==> src/rtl/arb_crossbar_if.sv <==
// Handshake bundle for arb_crossbar: N_INPUTS receive ports and N_OUTPUTS send ports.
interface arb_crossbar_if #(
    parameter int BIT_WIDTH = 32,
    parameter int N_INPUTS  = 4,
    parameter int N_OUTPUTS = 4
);
    logic [N_INPUTS-1:0][BIT_WIDTH-1:0]  recv_msg;
    logic [N_INPUTS-1:0]                 recv_val;
    logic [N_INPUTS-1:0]                 recv_rdy;
    logic [N_OUTPUTS-1:0][BIT_WIDTH-1:0] send_msg;
    logic [N_OUTPUTS-1:0]                send_val;
    logic [N_OUTPUTS-1:0]                send_rdy;

    modport master (
        output recv_msg, recv_val, send_rdy,
        input  recv_rdy, send_msg, send_val
    );

    modport slave (
        input  recv_msg, recv_val, send_rdy,
        output recv_rdy, send_msg, send_val
    );
endinterface

==> src/rtl/arb_crossbar.sv <==
// Crossbar with independent round-robin arbitration per output, grant lock while stalled,
// and a saturating count of messages dropped for out-of-range destinations.
// Define ARB_CROSSBAR_OUT_REG_EN to add a registered output stage per output.
module arb_crossbar #(
    parameter int BIT_WIDTH = 32,
    parameter int N_INPUTS  = 4,
    parameter int N_OUTPUTS = 4
) (
    input  logic          clk,
    input  logic          reset,
    arb_crossbar_if.slave bus,
    output logic [15:0]   drop_count
);
    localparam int DW = $clog2(N_OUTPUTS);
    localparam int IW = $clog2(N_INPUTS);

    logic [N_INPUTS-1:0][DW-1:0]        dest;
    logic [N_INPUTS-1:0]                drop;
    logic [N_OUTPUTS-1:0][N_INPUTS-1:0] req;

    logic [N_OUTPUTS-1:0][IW-1:0] ptr_q, ptr_d;
    logic [N_OUTPUTS-1:0]         lock_q, lock_d;
    logic [N_OUTPUTS-1:0][IW-1:0] lidx_q, lidx_d;
    logic [15:0]                  drop_cnt_q, drop_cnt_d;

    logic [N_OUTPUTS-1:0]         gnt_val;
    logic [N_OUTPUTS-1:0][IW-1:0] gnt_idx;
    logic [IW-1:0]                cand;
    logic [N_OUTPUTS-1:0]         acc_rdy;
    logic [N_OUTPUTS-1:0]         xfer;
    int                           drop_sum;

    always_comb begin
        // NOTE: every combinational output gets a default first, so no path can infer a latch.
        dest = '0;
        drop = '0;
        req  = '0;
        for (int i = 0; i < N_INPUTS; i++) begin
            dest[i] = bus.recv_msg[i][BIT_WIDTH-1 -: DW];
            if (int'(dest[i]) >= N_OUTPUTS) drop[i] = bus.recv_val[i];
            else                            req[dest[i]][i] = bus.recv_val[i];
        end
    end

    // A locked output stays on its stalled input; otherwise search cyclically from ptr.
    always_comb begin
        gnt_val = '0;
        gnt_idx = '0;
        cand    = '0;
        for (int o = 0; o < N_OUTPUTS; o++) begin
            if (lock_q[o]) begin
                gnt_idx[o] = lidx_q[o];
                gnt_val[o] = req[o][lidx_q[o]];
            end else begin
                for (int k = 0; k < N_INPUTS; k++) begin
                    cand = IW'((int'(ptr_q[o]) + k) % N_INPUTS);
                    if (!gnt_val[o] && req[o][cand]) begin
                        gnt_val[o] = 1'b1;
                        gnt_idx[o] = cand;
                    end
                end
            end
        end
    end

    assign xfer = gnt_val & acc_rdy & {N_OUTPUTS{!reset}};

    always_comb begin
        bus.recv_rdy = '0;
        for (int i = 0; i < N_INPUTS; i++) begin
            if (!reset) begin
                if (int'(dest[i]) >= N_OUTPUTS) bus.recv_rdy[i] = 1'b1;
                else bus.recv_rdy[i] = xfer[dest[i]] && (gnt_idx[dest[i]] == IW'(i));
            end
        end
    end

    always_comb begin
        ptr_d  = ptr_q;
        lock_d = lock_q;
        lidx_d = lidx_q;
        for (int o = 0; o < N_OUTPUTS; o++) begin
            if (xfer[o]) begin
                ptr_d[o]  = (gnt_idx[o] == IW'(N_INPUTS - 1)) ? '0 : gnt_idx[o] + 1'b1;
                lock_d[o] = 1'b0;
            end else if (gnt_val[o]) begin
                lock_d[o] = 1'b1;
                lidx_d[o] = gnt_idx[o];
            end
        end
    end

    always_comb begin
        drop_sum = int'(drop_cnt_q);
        for (int i = 0; i < N_INPUTS; i++) drop_sum = drop_sum + int'(drop[i]);
        drop_cnt_d = (drop_sum > 65535) ? 16'hFFFF : drop_sum[15:0];
    end

    always_ff @(posedge clk) begin
        // NOTE: sequential state uses non-blocking assignments so every register samples pre-edge values.
        if (reset) begin
            ptr_q      <= '0;
            lock_q     <= '0;
            lidx_q     <= '0;
            drop_cnt_q <= '0;
        end else begin
            ptr_q      <= ptr_d;
            lock_q     <= lock_d;
            lidx_q     <= lidx_d;
            drop_cnt_q <= drop_cnt_d;
        end
    end

    assign drop_count = drop_cnt_q;

`ifdef ARB_CROSSBAR_OUT_REG_EN
    logic [N_OUTPUTS-1:0]                oval_q, oval_d;
    logic [N_OUTPUTS-1:0][BIT_WIDTH-1:0] omsg_q, omsg_d;

    // The register accepts when empty or when its current word drains this cycle.
    assign acc_rdy = ~oval_q | bus.send_rdy;

    always_comb begin
        oval_d = oval_q;
        omsg_d = omsg_q;
        for (int o = 0; o < N_OUTPUTS; o++) begin
            if (xfer[o]) begin
                oval_d[o] = 1'b1;
                omsg_d[o] = bus.recv_msg[gnt_idx[o]];
            end else if (bus.send_rdy[o]) begin
                oval_d[o] = 1'b0;
            end
        end
    end

    always_ff @(posedge clk) begin
        // NOTE: the data words are reset as well, so a message caught mid-stall cannot resurface.
        if (reset) begin
            oval_q <= '0;
            omsg_q <= '0;
        end else begin
            oval_q <= oval_d;
            omsg_q <= omsg_d;
        end
    end

    assign bus.send_val = oval_q & {N_OUTPUTS{!reset}};

    always_comb begin
        bus.send_msg = '0;
        for (int o = 0; o < N_OUTPUTS; o++) begin
            if (bus.send_val[o]) bus.send_msg[o] = omsg_q[o];
        end
    end
`else
    assign acc_rdy = bus.send_rdy;

    always_comb begin
        bus.send_val = '0;
        bus.send_msg = '0;
        for (int o = 0; o < N_OUTPUTS; o++) begin
            bus.send_val[o] = gnt_val[o] && !reset;
            if (bus.send_val[o]) bus.send_msg[o] = bus.recv_msg[gnt_idx[o]];
        end
    end
`endif

endmodule

==> src/flat_wrapper.sv <==
// flat-port wrapper written by rule: the top's interface ports become plain ports
module arb_crossbar_flat 
#(
    parameter int BIT_WIDTH = 32,
    parameter int N_INPUTS  = 4,
    parameter int N_OUTPUTS = 4
)
  (clk, reset, drop_count, bus_recv_msg, bus_recv_val, bus_send_rdy, bus_recv_rdy, bus_send_msg, bus_send_val);
  arb_crossbar_if #(.BIT_WIDTH(BIT_WIDTH), .N_INPUTS(N_INPUTS), .N_OUTPUTS(N_OUTPUTS)) bus_i ();
  input  logic clk;
  input  logic reset;
  output logic [15:0] drop_count;
  input wire logic [$bits(bus_i.recv_msg)-1:0] bus_recv_msg;
  input wire logic [$bits(bus_i.recv_val)-1:0] bus_recv_val;
  input wire logic [$bits(bus_i.send_rdy)-1:0] bus_send_rdy;
  output wire logic [$bits(bus_i.recv_rdy)-1:0] bus_recv_rdy;
  output wire logic [$bits(bus_i.send_msg)-1:0] bus_send_msg;
  output wire logic [$bits(bus_i.send_val)-1:0] bus_send_val;
  assign bus_i.recv_msg = bus_recv_msg;
  assign bus_i.recv_val = bus_recv_val;
  assign bus_i.send_rdy = bus_send_rdy;
  assign bus_recv_rdy = bus_i.recv_rdy;
  assign bus_send_msg = bus_i.send_msg;
  assign bus_send_val = bus_i.send_val;
  arb_crossbar #(.BIT_WIDTH(BIT_WIDTH), .N_INPUTS(N_INPUTS), .N_OUTPUTS(N_OUTPUTS)) u_core (.clk(clk), .reset(reset), .bus(bus_i), .drop_count(drop_count));
endmodule
==> config.mk <==
export PLATFORM = sky130hd
export DESIGN_NAME = arb_crossbar_flat
export DESIGN_NICKNAME = d
export VERILOG_FILES = /design/src/rtl/arb_crossbar_if.sv /design/src/rtl/arb_crossbar.sv /design/src/flat_wrapper.sv
export SDC_FILE = /design/constraint.sdc
export NUM_CORES = 1
export LEC_CHECK = 0
export ABC_CLOCK_PERIOD_IN_PS = 3900
export CAP_MARGIN = 0
export CORE_MARGIN = 2
export CORE_UTILIZATION = 43
export CTS_CLUSTER_DIAMETER = 200
export DETAILED_ROUTE_END_ITERATION = 8
export HOLD_SLACK_MARGIN = 0.12
export MAX_ROUTING_LAYER = met4
export PLACE_DENSITY = 0.82
export SLEW_MARGIN = 20
export SYNTH_ARGS = -nofsm -noshare
export SYNTH_HDL_FRONTEND = slang
export SYNTH_SLANG_ARGS = --single-unit
==> constraint.sdc <==
create_clock -name clk -period 3.9 [get_ports clk]
set_input_delay 0.78 -clock clk [delete_from_list [all_inputs] [get_ports clk]]
set_output_delay 0.78 -clock clk [all_outputs]
set_load 0.02 [all_outputs]
=== Word-level counts from Yosys, hierarchy flattened ===
Cells that the tools add are included.

* Add/sub/neg operators: 16
* Multiply operators: 0
* Divide/modulo/power cells: 0
* $lt $le $gt $ge: 33
* Equality and inequality tests: 7
* Shift operators: 0
* Mux-type cells: 139
* Bitwise gates (word level): 7
* Reductions and logical operators: 46

{| class="wikitable"
|+ Operators with widths
! cell !! number
|-
| binary-select mux 32 bit (select 2 bit) || 4
|-
| 2-to-1 mux 32 bit || 8
|-
| < comparator 2 x 3 -> 1 bit, second input constant || 28
|-
| 2-to-1 mux 1 bit || 61
|-
| 2-to-1 mux 2 bit || 29
|-
| binary-select mux 1 bit (select 2 bit) || 24
|-
| bitwise mux 16 bit || 3
|-
| demux 4 bit (select 2 bit) || 4
|-
| logical AND 1 bit || 24
|-
| adder 2 x 1 -> 2 bit, second input constant || 8
|-
| adder 2 bit, second input constant || 8
|-
| AND 16 bit || 1
|-
| binary-select mux 2 bit (select 2 bit) || 4
|-
| > comparator 16 bit, second input constant || 1
|-
| zero test 1 bit || 13
|-
| equality test 2 bit, second input constant || 6
|-
| AND 4 bit || 2
|-
| greater-or-equal comparator 2 x 1 -> 1 bit, second input constant || 4
|-
| AND reduction 2 bit || 4
|-
| OR reduction 2 bit || 4
|-
| 2-to-1 mux 4 bit || 1
|-
| NOT 1 bit || 4
|-
| 2-to-1 mux 3 bit || 1
|-
| equality test 2 x 1 -> 1 bit, second input constant || 1
|-
| zero test 2 bit || 1
|}

* Flip-flop bits (word level): 21
* Bits in latches: 0
* RAM bits: 0
* Bits in read-only memories: 0
* Bits of input ports: 138
* Output and inout port bits: 152
* Logic and storage cells: 261
* Memories kept: 0

=== Longest topological paths before layout ===
* Depth in word-level cells: 30
* Gate-level depth with buffers: 10
* Mapped depth without buffers: 6

=== Least setup slack after synthesis ===
OpenSTA, ideal clock, no wires.

* Path type: input-to-output
* Start: in bus_recv_msg[95]
* End: out bus_recv_rdy[2]
* Arrival time: 2.944 ns
* Data required time: 3.120 ns
* Slack: 0.176 ns
* Stages on the path: 8
* Buffers on the path: 3
* Cells stage by stage: buf_2 > or3b_4 > or3_1 > a31o_1 > buf_6 > buf_6 > or4_1 > o211ai_1

* Word-level cells in the longest chain between the ends: 28
* Elaborated cells between the ends (all ways): 132

{| class="wikitable"
|+ Ends and longest elaborated chain
! element !! RTL line !! RTL
|-
| start: declaration || flat_wrapper.sv:13 || <nowiki>input wire logic [$bits(bus_i.recv_msg)-1:0] bus_recv_msg;</nowiki>
|-
| < comparator 2 x 3 -> 1 bit (implied by the code) / greater-or-equal comparator 2 x 1 -> 1 bit (equally long branches) || arb_crossbar.sv:41 || <nowiki>else req[dest[i]][i] = bus.recv_val[i];</nowiki>
|-
| logical AND 1 bit (implied by the code) || arb_crossbar.sv:41 ||
|-
| 2-to-1 mux 3 bit (implied by the code) || arb_crossbar.sv:41 ||
|-
| demux 4 bit (select 2 bit) || n/a ||
|-
| bitwise mux 16 bit (2 in series) || arb_crossbar.sv:41 ||
|-
| binary-select mux 1 bit (select 2 bit) || arb_crossbar.sv:57 || <nowiki>if (!gnt_val[o] && req[o][cand]) begin</nowiki>
|-
| 2-to-1 mux 1 bit (implied by the code) || arb_crossbar.sv:57 ||
|-
| 2-to-1 mux 1 bit || arb_crossbar.sv:57 ||
|-
| [10 not listed] || n/a ||
|-
| logical AND 1 bit || arb_crossbar.sv:57 ||
|-
| 2-to-1 mux 1 bit || arb_crossbar.sv:57 ||
|-
| 2-to-1 mux 1 bit || arb_crossbar.sv:51 || <nowiki>if (lock_q[o]) begin</nowiki>
|-
| AND 4 bit (2 in series) || arb_crossbar.sv:66 || <nowiki>assign xfer = gnt_val & acc_rdy & {N_OUTPUTS{!reset}};</nowiki>
|-
| binary-select mux 1 bit (select 2 bit) || arb_crossbar.sv:73 || <nowiki>else bus.recv_rdy[i] = xfer[dest[i]] && (gnt_idx[dest[i]] == IW'(i));</nowiki>
|-
| 2-to-1 mux 1 bit (implied by the code) || arb_crossbar.sv:73 ||
|-
| logical AND 1 bit (*) || arb_crossbar.sv:73 ||
|-
| 2-to-1 mux 1 bit (*) || arb_crossbar.sv:71 || <nowiki>if (!reset) begin</nowiki>
|-
| end: declaration || flat_wrapper.sv:16 || <nowiki>output wire logic [$bits(bus_i.recv_rdy)-1:0] bus_recv_rdy;</nowiki>
|}

Every way passes the cells marked *; elsewhere a longest branch is shown, timed or not. The select of a mux whose other input is x is not followed.

=== Worst setup path in the final report ===
* Start: in bus_recv_msg[30]
* End: out bus_send_msg[23]

* Word-level cells in the longest chain between the ends: 27
* Elaborated cells between the ends (all ways): 42

{| class="wikitable"
|+ Ends and longest elaborated chain
! element !! RTL line !! RTL
|-
| < comparator 2 x 3 -> 1 bit (implied by the code) / greater-or-equal comparator 2 x 1 -> 1 bit (equally long branches) || arb_crossbar.sv:41 ||
|-
| logical AND 1 bit (implied by the code) || arb_crossbar.sv:41 ||
|-
| 2-to-1 mux 1 bit (implied by the code) || arb_crossbar.sv:41 ||
|-
| demux 4 bit (select 2 bit) (*) || n/a ||
|-
| AND 16 bit (no line) (*) || n/a ||
|-
| bitwise mux 16 bit (*) (3 in series) || arb_crossbar.sv:41 ||
|-
| binary-select mux 1 bit (select 2 bit) || arb_crossbar.sv:57 ||
|-
| 2-to-1 mux 1 bit (implied by the code) || arb_crossbar.sv:57 ||
|-
| [9 not listed] || n/a ||
|-
| 2-to-1 mux 1 bit || arb_crossbar.sv:51 ||
|-
| zero test 1 bit || arb_crossbar.sv:57 ||
|-
| logical AND 1 bit || arb_crossbar.sv:57 ||
|-
| 2-to-1 mux 2 bit || arb_crossbar.sv:57 ||
|-
| 2-to-1 mux 2 bit || arb_crossbar.sv:51 ||
|-
| binary-select mux 32 bit (select 2 bit) || arb_crossbar.sv:163 || <nowiki>if (bus.send_val[o]) bus.send_msg[o] = bus.recv_msg[gnt_idx[o]];</nowiki>
|-
| 2-to-1 mux 32 bit (implied by the code) || arb_crossbar.sv:163 ||
|-
| 2-to-1 mux 32 bit (*) || arb_crossbar.sv:163 ||
|-
| end: declaration || flat_wrapper.sv:17 || <nowiki>output wire logic [$bits(bus_i.send_msg)-1:0] bus_send_msg;</nowiki>
|}

Marked as above.

==> flow_summary.json <==
{
  "stdcell_area_mm2": 0.0103,
  "drc_errors": 0,
  "rsz0062_at_grt": "true",
  "drive_gt1_frac": 0.316,
  "area_growth_pct": 66.9,
  "nFillCells": 1087,
  "hold_buffers": 0,
  "track_usage": 0.362,
  "synthFlopType": "dfxtp_1",
  "drv_cap": 0,
  "fmax_mhz": 254,
  "required_ns": 3.12,
  "async_flop_share": 0,
  "synth_most_common_cell": "nand2_1",
  "grt_pass1_vias": 7854,
  "post-place-ws_ns": -0.772,
  "clk_latency_ns": 0.25,
  "hold_class": "reg2reg",
  "synth-seq-area-share": 0.0648,
  "portBuffers": 269,
  "syn_inst": 821,
  "dieArea_mm2": 0.0153,
  "path_class": "in2out",
  "grt_first_pass_wirelength_um": 42200,
  "slew_viol_final": 0,
  "outcome": "finished, violations left",
  "timing.setup.tns_ns": -0.0340,
  "num_vias": 8489,
  "synth_top_area_share": 0.197,
  "ys_seq_elements": 20,
  "root_buffer": "clkbuf_16",
  "pwr_density_cell_mw_per_mm2": 266,
  "htree_levels": 1,
  "grt_max_degree": 42,
  "fin_ws_ns": -0.0340,
  "place_congestion": 0.968,
  "netlist_top_cells_count": "nand2_1, and2_1, nand3_1",
  "fin_crit_ns": 3.93,
  "fp.coreArea_mm2": 0.0139,
  "wl_per_cell_um": 21.4,
  "syn_area_per_cell_um2": 7.53,
  "dr.pass1.iters": 6,
  "cts_num_sinks": 20,
  "seqCellArea_um2": 400,
  "drt-total-wl_um": 28600,
  "antenna_found_initial": 0,
  "holdWs_ns": 0.537,
  "yosys_warnings": 0,
  "timing.final.crit_share": 1.01,
  "synth-edff-count": 0,
  "die_w_um": 124,
  "drt-initial-drc-count": 826,
  "num_rows": 43,
  "arrival_ns": 3.15,
  "yosys.cell_types.count": 68,
  "start_kind": "input pin",
  "dpl_cell_area_mm2": 0.00975,
  "diodes": 0,
  "synth_top_area_cell": "mux4_2",
  "viasPerCell": 6.34,
  "p_leak_nw": 4.48,
  "critPathCaptureType": "primary output",
  "numCtsBuffers": 3,
  "setup_viol_count_final": 1,
  "start_util": 0.443,
  "path_clk_slew_ns": 0.06,
  "nets": 1299,
  "fin_skew_ns": 0.00147,
  "violations": "negative setup slack",
  "relSlewSlack": 0.619,
  "dieHeight_um": 124,
  "path_max_fanout": 6,
  "power_mw": 2.74,
  "ant_nets": 0,
  "dp_hpwl_um": 20400,
  "ioPinCount": 290,
  "multi_input_area_mm2": 0.00552,
  "r2r_slack_ns": 1.76,
  "grt_overflow_total": 0,
  "tightest_slew_ns": 0.572,
  "netlist_area_mm2": 0.00618,
  "cts_tree": "yes",
  "ctsLongestPathBuffers": 2,
  "synth.area.top_cells": "mux4_2, and2_1, a211oi_1",
  "ir_drop_mv": 0.169,
  "hold_violations": 0
}
==> layout by cell type, fill, tap and decap left out, types with 17 or more instances in the layout <==
cell	n
and2_4	19
buf_12	25
dlygate4sd2_1	28
dfxtp_1	20
buf_6	32
clkdlybuf4s50_1	132
mux4_2	55
a211oi_1	63
nand3_1	72
inv_1	20
nand2_1	134
buf_4	115
and3_1	32
nor2_1	23
and2_1	71
conb_1	20
mux2i_1	32
clkbuf_2	17
buf_2	41
==> area by class of cell <==
class,instances,area share
clock buffers,3,0.00728
inverters,20,0.00728
multi-input cells,696,0.535
flip-flops and latches,20,0.0388
well taps,180,0.0218
repair buffers,420,0.389
==> through the flow <==
step	cells	util
floorplan	840	-
global placement	1297	0.700
detailed placement	1297	0.700
CTS	1326	0.722
global route	1339	0.740
finish	1339	0.740
==> critical path: stages <==
cell and delay, ns:
buf_8 0.10, or3b_4 0.42, buf_6 0.14, o32ai_4 0.26, nor3_2 0.07, a31o_4 0.27
buf_12 0.16, buf_12 0.14, buf_6 0.11, mux4_2 0.42, and2_4 0.15, buf_6 0.12
==> kinds of logic (layout without fill, tap and decap cells) <==
| group | count (synthesis) | count (layout) | synth area share |
|---|---|---|---|
| AOI/OAI and AO/OA | 144 | 144 | 0.173 |
| xor gates and xnor gates | 3 | 3 | 0.00425 |
| buffers and inverters | 124 | 443 | 0.100 |
| DFF | 20 | 20 | 0.0648 |
| muxes | 95 | 95 | 0.282 |
| other | 1 | 20 | 0.000607 |
| and+or+nand+nor | 434 | 434 | 0.374 |
==> worst paths after layout <==
| kind | end | from | cells after the start |
|---|---|---|---|
| max | bus_send_msg[23] | bus_recv_msg[30] | 12 |
| min | u_core.lidx_q[2] | u_core.lidx_q[2] | 2 |
| max reg2reg | u_core.ptr_q[1] | u_core.ptr_q[1] | 7 |
| min reg2reg | u_core.lidx_q[2] | u_core.lidx_q[2] | 2 |
==> routing by layer <==
metal	vias to the layer above	track usage	routed length, µm
li1	3742	-	-
met1	4010	0.450	10400
met2	627	0.589	13800
met3	110	0.0572	3210
met4	0	0.146	1230
met5	-	-	0
==> power breakdown <==
group          leakage, nW  internal, mW  switching [mW]
clock               0.0370         0.136          0.0828
combinational         4.28          1.13            1.13
sequential           0.164         0.226          0.0439
==> sequential cells by signal, summed over array words and instances (netlist names) <==
signal and cells:
u_core.ptr_q 8, u_core.lidx_q 8, u_core.lock_q 4
==> repair_timing <==
| action | in CTS | in global routing |
|---|---|---|
| setup buffers | 23 | 12 |
| cloned | 3 | 4 |
| endpoints found under the hold margin | 0 | 0 |
| pin swaps | 18 | 8 |
| gates resized for setup | 379 | 172 |
| setup endpoints to repair | 132 | 124 |
Note: power is estimated with default switching activity, not from simulation.
